<file path="src/rtl/aud_pkg.sv">
// Shared types and helpers for the PWM audio streamer.
// Holds the playback FSM encoding and the midscale duty helper.
package aud_pkg;

  typedef enum logic [1:0] {
    ST_IDLE  = 2'd0,
    ST_PRIME = 2'd1,
    ST_PLAY  = 2'd2
  } aud_state_e;

  // Duty that produces a 50% waveform for a given counter width.
  function automatic logic [15:0] midscale(input int unsigned width);
    return 16'(1) << (width - 1);
  endfunction

endpackage

</file>
<file path="src/rtl/aud_fifo.sv">
// Synchronous sample-frame FIFO with flush and occupancy level.
// Read data is show-ahead: rdata always presents the oldest frame.
module aud_fifo #(
  parameter int WIDTH = 16,
  parameter int DEPTH = 16
) (
  input  logic                       clk,
  input  logic                       rst_i,
  input  logic                       push,
  input  logic                       pop,
  input  logic                       flush,
  input  logic [WIDTH-1:0]           wdata,
  output logic [WIDTH-1:0]           rdata,
  output logic                       full,
  output logic                       empty,
  output logic [$clog2(DEPTH):0]     level
);

  localparam int AW = $clog2(DEPTH);
  localparam int LW = AW + 1;

  logic [WIDTH-1:0] mem [DEPTH];
  logic [AW-1:0]    wr_q;
  logic [AW-1:0]    rd_q;
  logic [LW-1:0]    lvl_q;
  logic             do_push;
  logic             do_pop;

  assign full    = (lvl_q == LW'(DEPTH));
  assign empty   = (lvl_q == '0);
  assign level   = lvl_q;
  assign rdata   = mem[rd_q];
  assign do_push = push && !full && !flush;
  assign do_pop  = pop && !empty && !flush;

  always_ff @(posedge clk) begin
    if (do_push) begin
      mem[wr_q] <= wdata;
    end
  end

  always_ff @(posedge clk) begin
    if (rst_i || flush) begin
      wr_q  <= '0;
      rd_q  <= '0;
      lvl_q <= '0;
    end else begin
      if (do_push) begin
        wr_q <= wr_q + AW'(1);
      end
      if (do_pop) begin
        rd_q <= rd_q + AW'(1);
      end
      unique case ({do_push, do_pop})
        2'b10:   lvl_q <= lvl_q + LW'(1);
        2'b01:   lvl_q <= lvl_q - LW'(1);
        default: lvl_q <= lvl_q;
      endcase
    end
  end

endmodule

</file>
<file path="src/rtl/aud_pwm_stream.sv">
// Streaming multi-channel PWM audio player.
// Frames flow through a FIFO and are latched into duty registers once per PWM period.
module aud_pwm_stream
  import aud_pkg::*;
#(
  parameter int DATA_WIDTH = 8,
  parameter int CHANNELS   = 2,
  parameter int FIFO_DEPTH = 16,
  parameter int PRESCALE   = 1
) (
  input  logic                           clk,
  input  logic                           rst_i,
  input  logic                           start_i,
  input  logic                           stop_i,
  input  logic [CHANNELS*DATA_WIDTH-1:0] s_data_i,
  input  logic                           s_valid_i,
  output logic                           s_ready_o,
  output logic [CHANNELS-1:0]            aud_pwm_o,
  output logic                           busy_o,
  output logic                           underrun_o,
  output logic [$clog2(FIFO_DEPTH):0]    level_o
);

  localparam int FW = CHANNELS * DATA_WIDTH;
  localparam int PW = (PRESCALE > 1) ? $clog2(PRESCALE) : 1;

  localparam logic [DATA_WIDTH-1:0] CNT_MAX = '1;
  localparam logic [PW-1:0]         PS_LAST = PW'(PRESCALE - 1);
  localparam logic [DATA_WIDTH-1:0] MID     =
    DATA_WIDTH'(midscale(DATA_WIDTH));

  aud_state_e state_q;
  aud_state_e state_d;

  logic [DATA_WIDTH-1:0] count_q;
  logic [PW-1:0]         presc_q;
  logic [DATA_WIDTH-1:0] duty_q [CHANNELS];
  logic                  underrun_q;

  logic                  fifo_full;
  logic                  fifo_empty;
  logic [FW-1:0]         fifo_rdata;
  logic                  push;
  logic                  pop;
  logic                  flush;
  logic                  tick;
  logic                  wrap;
  logic                  load_frame;
  logic                  load_mid;
  logic                  ur_set;
  logic                  ur_clr;
  logic                  cnt_clr;

  assign s_ready_o  = !fifo_full && !stop_i;
  assign push       = s_valid_i && s_ready_o;
  assign busy_o     = (state_q != ST_IDLE);
  assign underrun_o = underrun_q;

  aud_fifo #(
    .WIDTH (FW),
    .DEPTH (FIFO_DEPTH)
  ) u_fifo (
    .clk   (clk),
    .rst_i (rst_i),
    .push  (push),
    .pop   (pop),
    .flush (flush),
    .wdata (s_data_i),
    .rdata (fifo_rdata),
    .full  (fifo_full),
    .empty (fifo_empty),
    .level (level_o)
  );

  always_ff @(posedge clk) begin
    if (rst_i) begin
      state_q <= ST_IDLE;
    end else begin
      state_q <= state_d;
    end
  end

  always_comb begin
    state_d    = state_q;
    pop        = 1'b0;
    flush      = 1'b0;
    tick       = 1'b0;
    wrap       = 1'b0;
    load_frame = 1'b0;
    load_mid   = 1'b0;
    ur_set     = 1'b0;
    ur_clr     = 1'b0;
    cnt_clr    = 1'b0;
    // Stop dominates every state, including a coincident start.
    if (stop_i) begin
      state_d = ST_IDLE;
      flush   = 1'b1;
      cnt_clr = 1'b1;
    end else begin
      unique case (state_q)
        ST_IDLE: begin
          if (start_i) begin
            state_d = ST_PRIME;
            ur_clr  = 1'b1;
          end
        end
        ST_PRIME: begin
          if (!fifo_empty) begin
            pop        = 1'b1;
            load_frame = 1'b1;
            cnt_clr    = 1'b1;
            state_d    = ST_PLAY;
          end
        end
        ST_PLAY: begin
          tick = (presc_q == PS_LAST);
          wrap = tick && (count_q == CNT_MAX);
          if (wrap) begin
            if (!fifo_empty) begin
              pop        = 1'b1;
              load_frame = 1'b1;
            end else begin
              load_mid = 1'b1;
              ur_set   = 1'b1;
            end
          end
        end
        default: state_d = ST_IDLE;
      endcase
    end
  end

  always_ff @(posedge clk) begin
    if (rst_i) begin
      count_q    <= '0;
      presc_q    <= '0;
      underrun_q <= 1'b0;
      for (int k = 0; k < CHANNELS; k++) begin
        duty_q[k] <= '0;
      end
    end else begin
      if (cnt_clr) begin
        count_q <= '0;
        presc_q <= '0;
      end else if (state_q == ST_PLAY) begin
        presc_q <= tick ? '0 : presc_q + PW'(1);
        if (tick) begin
          count_q <= count_q + DATA_WIDTH'(1);
        end
      end
      unique case (1'b1)
        load_frame: begin
          for (int k = 0; k < CHANNELS; k++) begin
            duty_q[k] <= fifo_rdata[k*DATA_WIDTH +: DATA_WIDTH];
          end
        end
        load_mid: begin
          for (int k = 0; k < CHANNELS; k++) begin
            duty_q[k] <= MID;
          end
        end
        default: ;
      endcase
      unique case (1'b1)
        ur_set:  underrun_q <= 1'b1;
        ur_clr:  underrun_q <= 1'b0;
        default: ;
      endcase
    end
  end

  always_comb begin
    aud_pwm_o = '0;
    for (int k = 0; k < CHANNELS; k++) begin
      aud_pwm_o[k] = (state_q == ST_PLAY) && (count_q < duty_q[k]);
    end
  end

endmodule

</file>
<file path="config.mk">
export PLATFORM = sky130hd
export DESIGN_NAME = aud_pwm_stream
export DESIGN_NICKNAME = d
export VERILOG_FILES = /design/src/rtl/aud_pkg.sv /design/src/rtl/aud_fifo.sv /design/src/rtl/aud_pwm_stream.sv
export SDC_FILE = /design/constraint.sdc
export NUM_CORES = 1
export LEC_CHECK = 0
export BUFFER_PORTS_ARGS = -buffer_cell sky130_fd_sc_hd__buf_2
export CORE_UTILIZATION = 40
export DETAILED_ROUTE_END_ITERATION = 6
export GPL_TIMING_DRIVEN = 0
export PLACE_DENSITY = 0.51
export SKIP_CTS_REPAIR_TIMING = 1
export SYNTH_ARGS = -nofsm -noshare
export SYNTH_HDL_FRONTEND = slang
export SYNTH_SLANG_ARGS = --single-unit
</file>
<file path="constraint.sdc">
create_clock -name clk -period 5.8 [get_ports clk]
set_clock_uncertainty 0.05 [all_clocks]
set_input_delay 0.58 -clock clk [delete_from_list [all_inputs] [get_ports clk]]
set_output_delay 0.58 -clock clk [all_outputs]
set_load 0.03 [all_outputs]
</file>
==> metrics.txt, run 1 <==
Die H 176 um; synthesized netlist cell count 637; Max IR drop VDD 0.193 mV; post-synthesis register bit count 301; Hold WC Path Type in2reg; GRT overflow 0; Seq/Total Area, Yosys 71.8%; Max-cap violations 0; Worst R2R Start state_q[0]$_SDFFE_PP0P_; Core ar. 0.0298 mm2; status completed; Worst-Margin Slew 944 ps; Area Overhead vs Synth 16.7%; clk sink count 301; Post-Syn Area 0.0122 mm2; Async S/R FF share, synth 0%; Yosys top cell area share 67.1%; drt pass-1 iters 4; antenna violations before repair 2; CP Max Fanout 10; Synth area leader edfxtp_1; fin. max-slew vios 0; unrepaired setup endpoints after global routing false; Worst Setup SP state_q[0]$_SDFFE_PP0P_; DIE WIDTH 176 um; slew margin rel. 37.1%; via count 6,129; Fin Setup TNS 0 ps; routed len/inst 23.3 um; wire length on met3 1010 um; vias in the first global route 6,406; fin util 47.7%; CTS tree built; std cell rows 63; Clock transition at path regs 60 ps; Fillers 2,474; WL met1 11,700 um; Die ar. 0.0311 mm2; drc violations 0; DR vias/cell 5.38; ANT nets after route 0; Sequential Area 0.00875 mm2; Initial Utilization 40.9%; top_reg_cell synth edfxtp_1; CTS root buffer clkbuf_16; synth unique cells 46; data required time of the critical path 6120 ps; CTS buffer count 34; Final #Nets 772; Syn Area/Cell 19.1 um2; WL met2 13,300 um; Multi-input gate area 0.00321 mm2; fmax 286 MHz; layout cell share with drive strength beyond 1 28.7%; Post-Route WL 26,600 um; endpoints failing hold 0; Syn Nets 686; Final setup viols 0; Post-synth EDFFs 272; Leak 4.64 nW; GRT Util Overall 17.9%; critical path arrival 3820 ps; top post-synthesis cells by area edfxtp_1, mux4_2, dfxtp_1, ha_1, nor2_1; Worst setup SP type flip-flop; DR iter-0 viols 508; crit share post-route 60.3%; min Tclk post-route 3500 ps; Synthesis Warnings 0; Pwr Density 313 mW/mm2; Worst Setup End Kind flip-flop; detailed placer's ending HPWL 17,900 um; CTS H-tree depth 2; port bufs 30; hold path startpoint rst_i; first-pass GRT wire length 40,100 um; GPL Wtd Cong 0.759; worst skew pair latency 520 ps; Highest Signal Layer met4; Ports 31; WS Path Type reg2reg; largest net degree at the start of global routing 17; CTS max path bufs 3
-- where the power goes --
part / switching, mW / leakage (nW) / internal [mW]
clock network: 0.841 / 0.496 / 1.14
logic: 0.0592 / 1.44 / 0.0284
registers: 0.00398 / 2.70 / 2.37
-- logic make-up after synthesis --
logic type,count (synthesis),share of synthesized area [%]
DFF,301,71.8
and+or+nand+nor,117,4.93
muxes,83,15.0
buffers and inverters,56,2.21
AOI/OAI and AO/OA,37,2.01
adders and majority gates,28,2.88
xor gates and xnor gates,15,1.08
-- layout make-up --
type | count | share of cell area, %
clock inverter | 19 | 0.959
clock buffer | 43 | 6.29
sequential | 301 | 61.5
buffer | 30 | 1.21
multi-input combinational | 280 | 22.6
antenna | 1 | 0.0176
inverter | 26 | 0.687
tap | 390 | 3.43
timing repair buffer | 50 | 3.28
-- sequential cells by signal, summed over array words and instances (netlist names), named ones only --
signal	cells
underrun_o	1
duty_q	16
u_fifo.mem	256
count_q	8
presc_q	1
state_q	2
u_fifo.wr_q	4
u_fifo.rd_q	4
u_fifo.level	5
-- Yosys cell counts (8+ instances only) --
master and count:
inv_1 26, mux4_2 80, buf_2 8, nor2_1 44, clkbuf_1 11, xor2_1 12, edfxtp_1 272, ha_1 28
dfxtp_1 29, nor2b_1 16, nand2_1 17
-- placed cells by master, fill, tap and decap left out, drive strengths merged, types with 7 or more instances in the layout --
cell type	n
ha	28
mux4	80
nand2	17
edfxtp	272
clkbuf	54
nor2	45
dfxtp	29
buf	69
clkinv	14
a21oi	8
nor2b	16
xor2	12
nor3	7
inv	28
nand4	7
-- worst max-delay path, cell delays in order (launching register included) --
cell	delay, ps
dfxtp_1	330
inv_1	120
ha_1	250
nor2b_1	190
a31oi_1	160
nor3_1	360
buf_6	210
ha_1	190
clkbuf_1	330
xor2_1	120
ha_1	250
o21a_1	190
o21ai_0	140
nor2_1	70
a21oi_2	160
o21ai_0	90
nor3b_1	150
-- path summary, 6_finish.rpt --
check                                 end  slack (ps)  cells past startpoint
max          u_fifo.level[4]$_SDFFE_PP0P_        2300                     16
min               underrun_o$_SDFFE_PP0P_         290                      2
max reg2reg  u_fifo.level[4]$_SDFFE_PP0P_        2300                     16
min reg2reg          presc_q$_SDFFE_PP0N_         420                      1
-- stage by stage --
stage          setup WS, ps  hold WS (ps)  instance area (um2)  power [mW]  instances
2_1_floorplan          2630           408                12200        2.46        637
3_3_place_gp           1070           393                12800        2.50       1057
5_1_grt                1980           319                14200        4.59       1139
4_1_cts                2320           280                14200        4.51       1139
3_5_place_dp           2340           418                13200        2.51       1077
6_report               2300           293                14200        4.45       1140
-- routing by layer --
| metal | vias to the layer above | GRT usage (%) |
|---|---|---|
| met5 | - | 0 |
| met4 | 0 | 5.32 |
| met3 | 46 | 2.84 |
| met2 | 129 | 30.5 |
| met1 | 3231 | 23.7 |
| li1 | 2723 | - |
Power figures use the tool's default switching activity.
==> run 2: changes to the inputs <==
- clock period: 5.8 -> 3.67 ns (I/O delays scaled with it)
==> metrics.txt, run 2 (synthesis gave the netlist of run 1 again) <==
commonest cells after routing, fill and taps aside edfxtp_1, mux4_2, buf_2; std cell rows 63; Pwr Total 7.03 mW; endpoints failing hold 0; vias in the first global route 6,406; DR iter-0 viols 507; CTS tree built; antenna violations before repair 2; met1 GRT Util 23.7%; met2 GRT Util 30.5%; Setup WS post-layout 375 ps; clk sink count 301; port bufs 30; via count 6,089; worst skew pair latency 520 ps; GPL Wtd Cong 0.759; detailed placer's ending HPWL 17,900 um; CTS root buffer clkbuf_16; crit share post-route 89.8%; WS Path Type reg2reg; GRT Util Overall 17.9%; Ports 31; Core ar. 0.0298 mm2; drc violations 0; Die ar. 0.0311 mm2; Worst setup SP type flip-flop; fmax 303 MHz; CTS max path bufs 3; data required time of the critical path 3990 ps; Initial Utilization 40.9%; Largest Register u_fifo.mem; Clock transition at path regs 60 ps; Die H 176 um; critical path arrival 3620 ps; Post-Layout Cell Count 1,140; Worst-Margin Slew 954 ps; min Tclk post-route 3300 ps; drt pass-1 iters 4; routed len/inst 23.3 um; first-pass GRT wire length 40,100 um; status completed; unrepaired setup endpoints after global routing false; Post-Route WL 26,500 um; Area Overhead vs Synth 16.8%; layout cell share with drive strength beyond 1 29.0%; Largest register FFs 256; largest registers u_fifo.mem: 256 flops, duty_q: 16 flops, count_q: 8 flops; Hold WC Path Type in2reg; dpl ws 213 ps; CP Max Fanout 10; Pwr Density 494 mW/mm2; M3 GR Usage 2.84%; Leak 4.65 nW; CTS buffer count 34; DR vias/cell 5.34; fin. max-slew vios 0; Fillers 2,474; Post-Place Cells 1,077; Final setup viols 0; largest net degree at the start of global routing 17; Worst Setup End Kind flip-flop; most common cell after layout, fill and taps aside edfxtp_1; Final #Nets 772; Top Usage Layer GRT met2; DIE WIDTH 176 um; ANT nets after route 0; Max-cap violations 0; Max IR drop VDD 0.305 mV; slew margin rel. 36.4%; CTS H-tree depth 2; GRT overflow 0
-- run 2: cell counts in the layout (fill, tap and decap cells not counted) --
Identical to the previous run, type by type.
-- run 2: metrics by stage --
stage          hold WS, ps  setup TNS [ps]  utilization [%]  instance area [um2]
2_1_floorplan          390               0                -                12200
3_3_place_gp           393          -57990             43.0                12800
3_5_place_dp           418               0             44.2                13200
4_1_cts               66.6               0             47.7                14200
5_1_grt                106               0             47.7                14200
6_report              82.6               0             47.7                14200
-- run 2: cell type report --
class | instances | area (um2) | area share [%]
Antenna cell | 1 | 2.50 | 0.0176
Buffer | 30 | 173 | 1.21
Clock buffer | 43 | 895 | 6.29
Clock inverter | 19 | 136 | 0.959
Inverter | 26 | 97.6 | 0.686
Multi-Input combinational cell | 280 | 3210 | 22.6
Sequential cell | 301 | 8750 | 61.5
Tap cell | 390 | 488 | 3.43
Timing Repair Buffer | 50 | 467 | 3.28
-- run 2: worst paths after layout --
kind                                 from                           end  slack, ps  cells after the start
setup reg to reg  state_q[0]$_SDFFE_PP0P_  u_fifo.level[4]$_SDFFE_PP0P_        370                     16
hold / removal                      rst_i       underrun_o$_SDFFE_PP0P_         80                      2
hold reg to reg      presc_q$_SDFFE_PP0N_          presc_q$_SDFFE_PP0N_        420                      1
setup / recovery  state_q[0]$_SDFFE_PP0P_  u_fifo.level[4]$_SDFFE_PP0P_        370                     16
-- run 2: where the power goes --
group / total (mW) / leakage, nW / internal, mW / switching, mW
Clock: 3.14 / 0.496 / 1.81 / 1.33
Sequential: 3.76 / 2.70 / 3.75 / 0.00622
Combinational: 0.138 / 1.45 / 0.0449 / 0.0936
-- run 2: worst max-delay path, cell delays in order (launching register included) --
cell and delay (ps):
dfxtp_1 360, inv_1 100, ha_1 260, nor2b_1 160, a31oi_1 340, nor3_2 120, buf_6 160, ha_1 220
clkbuf_2 180, xor2_1 170, ha_1 240, o21a_1 190, o21ai_0 140, nor2_1 70, a21oi_2 160, o21ai_0 90
nor3b_1 150
-- run 2: per-layer routing --
layer | part of all wire, % | vias up
met5 | 0 | -
met4 | 2.2 | 0
met3 | 4.3 | 45
met2 | 50 | 120
met1 | 43 | 3197
li1 | - | 2727
==> run 3: changes to the inputs <==
- CORE_UTILIZATION: 40 -> 35
- PLACE_DENSITY: 0.51 -> 0.46
==> metrics.txt, run 3 (synthesis gave the netlist of run 1 again) <==
Post-Route WL 27,100 um; critical path arrival 3640 ps; largest net degree at the start of global routing 17; largest registers u_fifo.mem: 256 flops, duty_q: 16 flops, count_q: 8 flops; GRT overflow 0; WS Path Type reg2reg; Clock transition at path regs 60 ps; detailed placer's ending HPWL 18,400 um; wire length on met3 888 um; Leak 4.65 nW; vias in the first global route 6,464; Highest Signal Layer met4; data required time of the critical path 4000 ps; via count 6,067; fin util 42.2%; WL met2 13,800 um; GPL Wtd Cong 0.761; worst skew pair latency 510 ps; ANT nets after route 0; Largest Register u_fifo.mem; CTS H-tree depth 2; Antenna Diode Count 0; hold slack 76.6 ps; Worst-Margin Slew 873 ps; Ports 31; Hold WC Path Type in2reg; crit path cell chain ha_1 -> and3_1 -> a31oi_1 -> nor3_2 -> buf_6 -> ha_1 -> clkbuf_2 -> xor2_1 -> ha_1 -> o21a_1 -> o21ai_0 -> nor2_1 -> a21oi_2 -> o21ai_0 -> nor3b_1; Die H 189 um; DR vias/cell 5.09; CTS max path bufs 3; endpoints failing hold 0; Pwr Density 490 mW/mm2; Worst Reg-to-Reg Cells 15; fmax 302 MHz; Post-Place Cells 1,135; CTS tree built; first-pass GRT wire length 40,600 um; crit share post-route 90.1%; Largest register FFs 256; reg2reg setup slack 360 ps; Final #Nets 772; CTS root buffer clkbuf_16; CP Max Fanout 10; fin. max-slew vios 0; antenna violations before repair 0; most common cell after layout, fill and taps aside edfxtp_1; Final setup viols 0; Worst setup SP type flip-flop; worst hold stages 2; DR iter-0 viols 378; Area Overhead vs Synth 17.4%; layout cell share with drive strength beyond 1 28.9%; port bufs 30; DIE WIDTH 189 um; Max IR drop VDD 0.267 mV; Initial Utilization 36.0%; unrepaired setup endpoints after global routing false; drc violations 0; Core ar. 0.0339 mm2; Die ar. 0.0355 mm2; crit-path max cell delay 440 ps; std cell rows 67; GRT Util Overall 15.8%; Pwr Total 7.00 mW; Post-Layout Cell Count 1,193; Worst Setup End Kind flip-flop; Max-cap violations 0; slew margin rel. 41.8%; drt pass-1 iters 5; min Tclk post-route 3310 ps; CTS buffer count 34; commonest cells after routing, fill and taps aside edfxtp_1, mux4_2, buf_2; clk sink count 301; routed len/inst 22.7 um; status completed; cell repeated most along the worst path ha_1; slowest CP cell dfxtp_1; WL met1 11,800 um
-- run 3: changes by cell type in the layout (fill, tap and decap cells not counted), moves of 2 or more --
cell,before,now
buf_6,11,9
clkinv_1,9,7
inv_6,2,0
buf_8,8,11
-- run 3: per-layer routing --
layer / vias to the layer above / track usage, %
li1: 2703 / -
met5: - / 0
met2: 130 / 27.3
met1: 3186 / 20.6
met4: 0 / 4.62
met3: 48 / 2.22
-- run 3: layout make-up --
class / instances / area, um2
inverter: 26 / 97.6
clock buffer: 44 / 910
multi-input combinational: 280 / 3220
sequential: 301 / 8750
timing repair buffer: 50 / 482
clock inverter: 14 / 111
tap: 448 / 561
buffer: 30 / 173
fill: 3006 / 19600
-- run 3: per-stage QoR --
stage / setup WS, ps / TNS, ps / area [um2]
floorplan: 500 / 0 / 12200
global placement: -1360 / -81160 / 12900
detailed placement: 212 / 0 / 13300
CTS: 205 / 0 / 14300
global route: 11.2 / 0 / 14300
finish: 362 / 0 / 14300
-- run 3: worst max-delay path, delay by kind of cell (launching register included) --
family                     cells  cell delay [ps]
AOI/OAI and AO/OA              5              790
and+or+nand+nor                4              770
DFF                            1              440
xor gates and xnor gates       1              100
adders and majority gates      3              640
buffers and inverters          2              400
-- run 3: where the power goes --
part / internal, mW / switching [mW]
logic: 0.0455 / 0.0933
clock network: 1.82 / 1.28
registers: 3.75 / 0.00620
total: 5.62 / 1.38
-- run 3: path summary, 6_finish.rpt --
check | startpoint | endpoint
worst max-delay path | count_q[1]$_SDFFE_PP0P_ | u_fifo.level[4]$_SDFFE_PP0P_
worst min-delay path | rst_i | underrun_o$_SDFFE_PP0P_
worst max register to register | count_q[1]$_SDFFE_PP0P_ | u_fifo.level[4]$_SDFFE_PP0P_
worst min register to register | underrun_o$_SDFFE_PP0P_ | underrun_o$_SDFFE_PP0P_
